### src/rtl/overcooked_pkg.sv
// Shared types and constants for the player scheduler: game states,
// spawn coordinates, coordinate type and the scheduler state encoding.
package overcooked_pkg;

  typedef logic [8:0] coord_t;

  localparam logic [2:0] GS_MENU  = 3'd0;
  localparam logic [2:0] GS_START = 3'd1;
  localparam logic [2:0] GS_PLAY  = 3'd2;

  localparam coord_t SPAWN_X [4] = '{9'd400, 9'd112, 9'd256, 9'd256};
  localparam coord_t SPAWN_Y [4] = '{9'd208, 9'd208, 9'd112, 9'd304};

  typedef enum logic [1:0] {
    S_IDLE,
    S_ISSUE,
    S_WAIT,
    S_COMMIT
  } sched_state_e;

endpackage

### src/rtl/sync_edge.sv
// Two-flop synchroniser followed by a registered rising-edge pulse.
// The pulse appears three clocks after the input rises.
module sync_edge (
  input  logic clk_in,
  input  logic reset,
  input  logic d,
  output logic pulse
);

  logic meta_q, meta_d;
  logic sync_q, sync_d;
  logic prev_q, prev_d;
  logic pulse_q, pulse_d;

  always_comb begin
    meta_d  = d;
    sync_d  = meta_q;
    prev_d  = sync_q;
    pulse_d = sync_q & ~prev_q;
  end

  // NOTE: sequential state uses non-blocking assignments so every flop
  // samples the pre-edge value of its neighbours.
  always_ff @(posedge clk_in) begin
    if (reset) begin
      meta_q  <= 1'b0;
      sync_q  <= 1'b0;
      prev_q  <= 1'b0;
      pulse_q <= 1'b0;
    end else begin
      meta_q  <= meta_d;
      sync_q  <= sync_d;
      prev_q  <= prev_d;
      pulse_q <= pulse_d;
    end
  end

  assign pulse = pulse_q;

endmodule

### src/rtl/player_sched.sv
// Per-frame scheduler sharing one player_move engine among up to four slots.
// Define PLAYER_SCHED_TIMEOUT_EN to abandon a slot after TIMEOUT wait cycles.
module player_sched
  import overcooked_pkg::*;
#(
  parameter int unsigned TIMEOUT = 1024
) (
  input  logic        clk_in,
  input  logic        reset,
  input  logic        vsync,
  input  logic [2:0]  game_state,
  input  logic [1:0]  num_players,
  input  logic [15:0] btn,
  output logic        eng_valid,
  input  logic        eng_ready,
  output logic [1:0]  eng_id,
  output logic [8:0]  eng_x,
  output logic [8:0]  eng_y,
  output logic [3:0]  eng_btn,
  input  logic        eng_done,
  input  logic [8:0]  eng_new_x,
  input  logic [8:0]  eng_new_y,
  input  logic [1:0]  eng_new_dir,
  output logic [35:0] player_x,
  output logic [35:0] player_y,
  output logic [7:0]  player_dir,
  output logic        frame_done,
  output logic        overrun,
  output logic        timeout_err
);

`ifdef PLAYER_SCHED_TIMEOUT_EN
  localparam bit TimeoutEn = 1'b1;
`else
  localparam bit TimeoutEn = 1'b0;
`endif
  localparam int CntW = (TIMEOUT > 1) ? $clog2(TIMEOUT) : 1;

  logic frame_start;

  sync_edge u_vsync_edge (
    .clk_in (clk_in),
    .reset  (reset),
    .d      (vsync),
    .pulse  (frame_start)
  );

  sched_state_e    state_q, state_d;
  logic [1:0]      slot_q, slot_d;
  logic [1:0]      np_q, np_d;
  coord_t          pos_x_q [4], pos_x_d [4];
  coord_t          pos_y_q [4], pos_y_d [4];
  logic [1:0]      dir_q [4], dir_d [4];
  coord_t          res_x_q, res_x_d, res_y_q, res_y_d;
  logic [1:0]      res_dir_q, res_dir_d;
  logic            eng_valid_q, eng_valid_d;
  logic [1:0]      eng_id_q, eng_id_d;
  coord_t          eng_x_q, eng_x_d, eng_y_q, eng_y_d;
  logic [3:0]      eng_btn_q, eng_btn_d;
  logic            frame_done_q, frame_done_d;
  logic            overrun_q, overrun_d;
  logic            timeout_err_q, timeout_err_d;
  logic [CntW-1:0] wait_cnt_q, wait_cnt_d;
  logic            advance, load_issue, timeout_hit;

  assign timeout_hit = TimeoutEn && (wait_cnt_q == CntW'(TIMEOUT - 1));

  // NOTE: every signal written here gets a default first, so no path can
  // leave one unassigned and infer a latch.
  always_comb begin
    state_d       = state_q;
    slot_d        = slot_q;
    np_d          = np_q;
    pos_x_d       = pos_x_q;
    pos_y_d       = pos_y_q;
    dir_d         = dir_q;
    res_x_d       = res_x_q;
    res_y_d       = res_y_q;
    res_dir_d     = res_dir_q;
    eng_valid_d   = eng_valid_q;
    eng_id_d      = eng_id_q;
    eng_x_d       = eng_x_q;
    eng_y_d       = eng_y_q;
    eng_btn_d     = eng_btn_q;
    frame_done_d  = 1'b0;
    overrun_d     = overrun_q | (frame_start && (state_q != S_IDLE));
    timeout_err_d = timeout_err_q;
    wait_cnt_d    = '0;
    advance       = 1'b0;
    load_issue    = 1'b0;

    case (state_q)
      S_IDLE: begin
        if (frame_start && (game_state == GS_PLAY)) begin
          slot_d     = 2'd0;
          np_d       = num_players;
          state_d    = S_ISSUE;
          load_issue = 1'b1;
        end else if (frame_start && (game_state == GS_START)) begin
          pos_x_d = SPAWN_X;
          pos_y_d = SPAWN_Y;
        end
      end
      S_ISSUE: begin
        // A slot entered with no direction pressed costs exactly this cycle.
        if (!eng_valid_q) begin
          advance = 1'b1;
        end else if (eng_ready) begin
          eng_valid_d = 1'b0;
          state_d     = S_WAIT;
        end
      end
      S_WAIT: begin
        if (eng_done) begin
          res_x_d   = eng_new_x;
          res_y_d   = eng_new_y;
          res_dir_d = eng_new_dir;
          state_d   = S_COMMIT;
        end else if (timeout_hit) begin
          timeout_err_d = 1'b1;
          advance       = 1'b1;
        end else begin
          wait_cnt_d = wait_cnt_q + 1'b1;
        end
      end
      S_COMMIT: begin
        pos_x_d[slot_q] = res_x_q;
        pos_y_d[slot_q] = res_y_q;
        dir_d[slot_q]   = res_dir_q;
        advance         = 1'b1;
      end
      default: state_d = S_IDLE;
    endcase

    if (advance) begin
      if (slot_q == np_q) begin
        frame_done_d = 1'b1;
        state_d      = S_IDLE;
      end else begin
        slot_d     = slot_q + 2'd1;
        state_d    = S_ISSUE;
        load_issue = 1'b1;
      end
    end

    // Request fields are captured on ISSUE entry and held through any stall.
    if (load_issue) begin
      eng_btn_d   = btn[{slot_d, 2'b00} +: 4];
      eng_valid_d = |btn[{slot_d, 2'b00} +: 4];
      eng_id_d    = slot_d;
      eng_x_d     = pos_x_q[slot_d];
      eng_y_d     = pos_y_q[slot_d];
    end
  end

  always_ff @(posedge clk_in) begin
    if (reset) begin
      state_q       <= S_IDLE;
      slot_q        <= 2'd0;
      np_q          <= 2'd0;
      // NOTE: the position registers are a four-entry table but are reset
      // like ordinary flops, because the spawn table is their defined start.
      pos_x_q       <= SPAWN_X;
      pos_y_q       <= SPAWN_Y;
      dir_q         <= '{default: 2'd0};
      res_x_q       <= '0;
      res_y_q       <= '0;
      res_dir_q     <= 2'd0;
      eng_valid_q   <= 1'b0;
      eng_id_q      <= 2'd0;
      eng_x_q       <= '0;
      eng_y_q       <= '0;
      eng_btn_q     <= 4'd0;
      frame_done_q  <= 1'b0;
      overrun_q     <= 1'b0;
      timeout_err_q <= 1'b0;
      wait_cnt_q    <= '0;
    end else begin
      state_q       <= state_d;
      slot_q        <= slot_d;
      np_q          <= np_d;
      pos_x_q       <= pos_x_d;
      pos_y_q       <= pos_y_d;
      dir_q         <= dir_d;
      res_x_q       <= res_x_d;
      res_y_q       <= res_y_d;
      res_dir_q     <= res_dir_d;
      eng_valid_q   <= eng_valid_d;
      eng_id_q      <= eng_id_d;
      eng_x_q       <= eng_x_d;
      eng_y_q       <= eng_y_d;
      eng_btn_q     <= eng_btn_d;
      frame_done_q  <= frame_done_d;
      overrun_q     <= overrun_d;
      timeout_err_q <= timeout_err_d;
      wait_cnt_q    <= wait_cnt_d;
    end
  end

  assign eng_valid   = eng_valid_q;
  assign eng_id      = eng_id_q;
  assign eng_x       = eng_x_q;
  assign eng_y       = eng_y_q;
  assign eng_btn     = eng_btn_q;
  assign player_x    = {pos_x_q[3], pos_x_q[2], pos_x_q[1], pos_x_q[0]};
  assign player_y    = {pos_y_q[3], pos_y_q[2], pos_y_q[1], pos_y_q[0]};
  assign player_dir  = {dir_q[3], dir_q[2], dir_q[1], dir_q[0]};
  assign frame_done  = frame_done_q;
  assign overrun     = overrun_q;
  assign timeout_err = timeout_err_q;

endmodule

### config.mk
export PLATFORM = sky130hd
export DESIGN_NAME = player_sched
export DESIGN_NICKNAME = d
export VERILOG_FILES = /design/src/rtl/overcooked_pkg.sv /design/src/rtl/sync_edge.sv /design/src/rtl/player_sched.sv
export SDC_FILE = /design/constraint.sdc
export NUM_CORES = 1
export LEC_CHECK = 0
export CAP_MARGIN = 25
export CORE_AREA = 2 2 108 110
export CTS_CLUSTER_SIZE = 28
export DETAILED_ROUTE_END_ITERATION = 10
export DIE_AREA = 0 0 110 112
export PLACE_DENSITY = 0.84
export RECOVER_POWER = 50
export SLEW_MARGIN = 20
export SYNTH_ARGS = -nofsm -noshare
export SYNTH_HDL_FRONTEND = slang
export SYNTH_HIERARCHICAL = 1
export SYNTH_SLANG_ARGS = --single-unit
### constraint.sdc
create_clock -name clk_in -period 4.9 [get_ports clk_in]
set_clock_uncertainty 0.2 [all_clocks]
set_input_delay 0.49 -clock clk_in [delete_from_list [all_inputs] [get_ports clk_in]]
set_output_delay 0.49 -clock clk_in [all_outputs]
set_load 0.02 [all_outputs]
* Word level (Yosys, flattened, before mapping)
Index checks and enable logic that the tools add are counted.
** Word-level totals
- Output and inout bits :: 108
- Register bits after elaboration :: 137
- Logic and storage cells :: 108
** Operators by class
- Shift-type cells :: 1
- Magnitude comparators :: 3
- Bitwise operators :: 6
- Add/sub/neg operators :: 1
- Equal/unequal tests :: 12
- Reductions and logical operators :: 15
- Muxes and demuxes :: 41
** Operators by type and width (count)
- $mux W36 :: 4
- $pmux W36 S2 :: 2
- $bwmux W36 :: 2
- $mux W9 :: 5
- $bmux W9 S2 :: 2
- $mux W2 :: 10
- $demux W9 S2 :: 1
- $shiftx A16 B5 Y4 :: 1
- $ne A3 B3 Y1 const B :: 4
- $mux W1 :: 11
- $bwmux W8 :: 1
- $ge A3 B3 Y1 const B :: 2
- $not A2 Y3 :: 2
- $pmux W2 S3 :: 1
- $reduce_bool A2 Y1 :: 3
- $reduce_and A5 Y1 :: 1
- $demux W2 S2 :: 1
- $eq A2 B2 Y1 const B :: 2
- $logic_and A1 B1 Y1 :: 4
- $ne A2 B2 Y1 const B :: 2
- $reduce_and A2 Y1 :: 2
- $reduce_bool A4 Y1 :: 1
- $reduce_or A4 Y1 :: 1
- $eq A3 B1 Y1 const B :: 1
- 12 further kinds :: 13

* Logic depth before layout (Yosys ltp)
- Depth after elaboration :: 10
- Mapped depth :: 10
- Mapped depth without buffers :: 9

* Modules after synthesis
Netlist, hierarchy kept.
** By module, submodules not included
- player_sched :: cells each 636, times used 1, area an instance 5536.6 sq um, sequential area each 2662.6 sq um
- sync_edge :: cells each 8, times used 1, area an instance 111.4 sq um, sequential area each 80.1 sq um

* Least setup slack after synthesis
OpenSTA, ideal clock, no wires.
- Path kind :: register to register
- Start :: register state_q[1]
- End :: register eng_valid_q, in the netlist eng_valid
- Arrival :: 2.230 ns
- Setup slack :: 2.338 ns
- Required time :: 4.568 ns
- Stages on the path, launching flop included :: 10
- Cell sequence :: dfxtp_1 > inv_1 > ha_1 > nor2b_1 > o221ai_1 > a21boi_2 > mux2i_1 > a22oi_1 > o32ai_1 > a21oi_1
** Between the ends
- Longest elaborated chain between the ends :: 7
- Elaborated cells between the ends (all ways) :: 14
- Those cells by class :: eq/ne (2); shift (1); mux (8); reduce/logical (3)
** RTL lines
- start: declaration :: RTL line player_sched.sv:48 : sched_state_e state_q, state_d;
- start signal: assignment :: RTL line player_sched.sv:179 : state_q <= state_d;
- $logic_not A2 Y1 :: RTL line player_sched.sv:92 : case (state_q)
- $mux W2 :: RTL line player_sched.sv:92
- $mux W2 :: RTL line player_sched.sv:136 : if (slot_q == np_q) begin
- $mux W2 :: RTL line player_sched.sv:135 : if (advance) begin
- $shiftx A16 B5 Y4 :: RTL line player_sched.sv:149 : eng_valid_d = |btn[{slot_d, 2'b00} +: 4];
- $reduce_or A4 Y1 :: RTL line player_sched.sv:149
- $mux W1 :: RTL line player_sched.sv:147 : if (load_issue) begin
- end signal: assignment :: RTL line player_sched.sv:188 : eng_valid_q <= eng_valid_d;
- end: declaration :: RTL line player_sched.sv:56 : logic eng_valid_q, eng_valid_d;
Several ways; a longest one is shown, not always the timed one.
A chain may end at the register's enable or synchronous reset.

* Worst setup path after layout
- Start :: register state_q[0]
- End :: register eng_y_q[1], in the netlist eng_y[1]
** Between the ends
- Longest elaborated chain between the ends :: 8
- Elaborated cells between the ends (all ways) :: 14
- Those cells by class :: eq/ne (2); mux (10); bitwise (1); reduce/logical (1)
** RTL lines
- $logic_not A2 Y1 :: RTL line player_sched.sv:92
- $mux W2 :: RTL line player_sched.sv:92
- $mux W2 :: RTL line player_sched.sv:136
- $mux W2 :: RTL line player_sched.sv:135
- $not A2 Y3 (not written as such) :: RTL line player_sched.sv:152 : eng_y_d = pos_y_q[slot_d];
- $bmux W9 S2 :: RTL line player_sched.sv:152
- $mux W9 (not written as such) (2 in a row) :: RTL line player_sched.sv:152
- end signal: assignment :: RTL line player_sched.sv:191 : eng_y_q <= eng_y_d;
- end: declaration :: RTL line player_sched.sv:58 : coord_t eng_x_q, eng_x_d, eng_y_q, eng_y_d;
Several ways; a longest one is shown, not always the timed one. The select of a mux whose other input is x is not followed.

==> flow_metrics.env <==
export IMPL_hold_end="eng_id[1]"
export IMPL_maxCapViolations=0
export IMPL_pin_count=154
export IMPL_dieHeight_um=112
export IMPL_reg2reg_from="state_q[0]"
export IMPL_cts_buffers_inserted=17
export IMPL_synth_edf_count=0
export IMPL_hp_start="reset"
export IMPL_clock_sinks=137
export IMPL_clock_latency_ps=420
export IMPL_antenna_found_initial=0
export IMPL_crit_fanout=22
export IMPL_final_cell_mix="137 x dfxtp_1, 113 x nand2_1, 101 x dlygate4sd3_1, 69 x nor2_1, 57 x a21oi_1"
export IMPL_drv_slew=0
export IMPL_drc=0
export IMPL_min_path_type="in2reg"
export IMPL_vdd_drop_max_v=0.000279
export IMPL_max_slew_margin_pct=1.26
export IMPL_final_util_pct=70.2
export IMPL_worstSetupPathType="reg2reg"
export IMPL_outcome="finished, final reports clean"
export IMPL_ys_ff_latch=137
export IMPL_finalInstanceArea_um2=7840
export IMPL_routabilityCongestion=0.865
export IMPL_port_buffers=152
export IMPL_wl_per_cell_um=19.4
export IMPL_tritoncts="done"
export IMPL_ys_async_sr_fraction_pct=0
export IMPL_dieArea_um2=12300
export IMPL_worst_pin_slew_ps=1480
export IMPL_netlist_instances=644
export IMPL_end_kind="flop"
export IMPL_dr_first_iter_drc_count=432
export IMPL_routed_wl_um=18100
export IMPL_area_growth_pct=38.9
export IMPL_via_count=5533
export IMPL_r2r_setup_slack_ps=1230
export IMPL_yosysSeqAreaShare_pct=48.6
export IMPL_hold_buffers=0
export IMPL_htreeDepth=4
export IMPL_clockBufferDepth=2
export IMPL_grt_max_degree=107
export IMPL_ctsResizeCount=0
export IMPL_grt_usage_pct=29.7
export IMPL_hold_violations=0
export IMPL_rsz0062_at_grt="false"
export IMPL_dr_pass1_iters=6
export IMPL_grt_first_pass_wirelength_um=28000
export IMPL_ant_nets=0
export IMPL_reg2reg_to="eng_y[1]"
export IMPL_synth_distinct_cells=41
export IMPL_grt_overflow=0
export IMPL_synth_area_top_cells="dfxtp_1 49%, nand2_1 7.5%, a22oi_1 7.2%, a21oi_1 5.1%, mux2i_1 4.6%"
export IMPL_yosys_area_top_type="dfxtp_1"
export IMPL_dp_hpwl_um=11600
export IMPL_p_leak_nw=3.23
export IMPL_cts_setup_buffers=0
export IMPL_num_rows=39
export IMPL_max_freq_mhz=273
export IMPL_ys_flop_type="dfxtp_1"
export IMPL_yosys_warnings=6
export IMPL_synth_area_per_cell_um2=8.77
export IMPL_placedCellCount=903
export IMPL_synth_top_area_share_pct=48.6
export IMPL_final_common_cell="dfxtp_1"
export IMPL_grt_pass1_vias=5361
export IMPL_fin_crit_sh_pct=74.9
export IMPL_cp_required_ps=4980
export IMPL_fin_crit_ps=3670
export IMPL_tns_ps=0
export IMPL_p_per_area_nw_per_um2=417
export IMPL_hold_ws_ps=136
export IMPL_hold_depth=2
export IMPL_synth_area_um2=5650
export IMPL_nNetsFinal=836
export IMPL_clk_pin_slew_ps=60
export IMPL_placed_area_um2=7250
export IMPL_final_cells=936
export IMPL_initial_core_util_pct=50.5
export IMPL_synthesis_nets=699
export IMPL_antenna_cells=0
export IMPL_startpoint_type="flop"
export IMPL_crit_arrival_ps=3750
export IMPL_core_area_um2=11200
export IMPL_setup_viol=0
export IMPL_die_x_um=110
export IMPL_n_fill_cell=822
export IMPL_rr_worst_depth=7
export IMPL_cts_root_buffer="clkbuf_16"
export IMPL_drive_gt1_share_pct=8.58
export IMPL_viasPerCell=5.91
==> cell usage after synthesis (all sizes together), types with 2 or more instances <==
cell type	n
o31ai	2
o21a	3
nand3	14
nor2	69
o21ai	10
buf	11
a21oi	57
o22ai	8
mux2i	26
clkbuf	34
and2	3
nand2	113
or3	3
nor3	5
xor2	2
inv	9
a22oi	54
dfxtp	137
mux2	19
o211ai	29
nor2b	9
ha	9
nand2b	4
==> metal layers <==
| layer | GRT usage (%) | up-vias | wire, um |
|---|---|---|---|
| li1 | - | 2536 | - |
| met1 | 37.7 | 2656 | 7240 |
| met2 | 47.6 | 285 | 8790 |
| met3 | 7.55 | 56 | 1600 |
| met4 | 12.0 | 0 | 495 |
| met5 | 0 | - | 0 |
==> critical path, stage by stage, from the launching register on <==
cell	delay (ps)
dfxtp_1	420
ha_1	680
nor2_1	310
o211ai_4	770
buf_4	480
mux2_2	380
o211ai_1	170
a21oi_1	90
==> final cells by class <==
cell class	instances	area (um^2)	area share, %
clock buffers	19	453	5.78
flip-flops and latches	137	2740	35.0
repair buffers	163	1630	20.8
multi-input cells	453	2700	34.4
clock inverters	12	103	1.31
inverters	9	33.8	0.431
well taps	143	179	2.28
==> per-stage QoR <==
| stage | setup WS [ps] | power, mW |
|---|---|---|
| 3_3_place_gp | 1530 | 2.04 |
| 3_5_place_dp | 1360 | 2.07 |
| 5_1_grt | 1060 | 3.39 |
| 2_1_floorplan | 2340 | 1.78 |
| 4_1_cts | 1280 | 3.26 |
| 6_report | 1230 | 3.27 |
==> cells by family after synthesis <==
| group | synth area share [%] |
|---|---|
| muxes | 8.40 |
| AOI/OAI and AO/OA | 20.1 |
| adders and majority gates | 1.99 |
| other | 0.0664 |
| buffers and inverters | 3.83 |
| xor gates and xnor gates | 0.310 |
| DFF | 48.6 |
| and+or+nand+nor | 16.7 |
==> flip-flops by register name, summed over array words and instances (netlist names), 2 cells and up <==
register    flops
eng_id          2
eng_x           9
res_dir_q       2
player_dir      8
eng_btn         4
player_x       36
state_q         2
eng_y           9
res_y_q         9
np_q            2
res_x_q         9
player_y       36
slot_q          2
==> where the power goes <==
part	switching [mW]	leakage, nW	internal (mW)
Clock	0.476	0.266	0.717
Sequential	0.0568	1.11	1.18
Combinational	0.512	1.86	0.329
Total	1.04	3.23	2.22
==> worst max path at each step <==
stage,start,to,slack [ps],depth (start not counted)
4_1_cts,state_q[0],eng_y[1],1280,7
3_5_place_dp,state_q[0],eng_y[0],1360,7
5_1_grt,state_q[0],eng_y[1],1060,7
3_3_place_gp,state_q[0],eng_y[3],1530,7
2_1_floorplan,state_q[1],eng_valid,2340,9
6_report,state_q[0],eng_y[1],1230,7
Power figures use the tool's default switching activity.
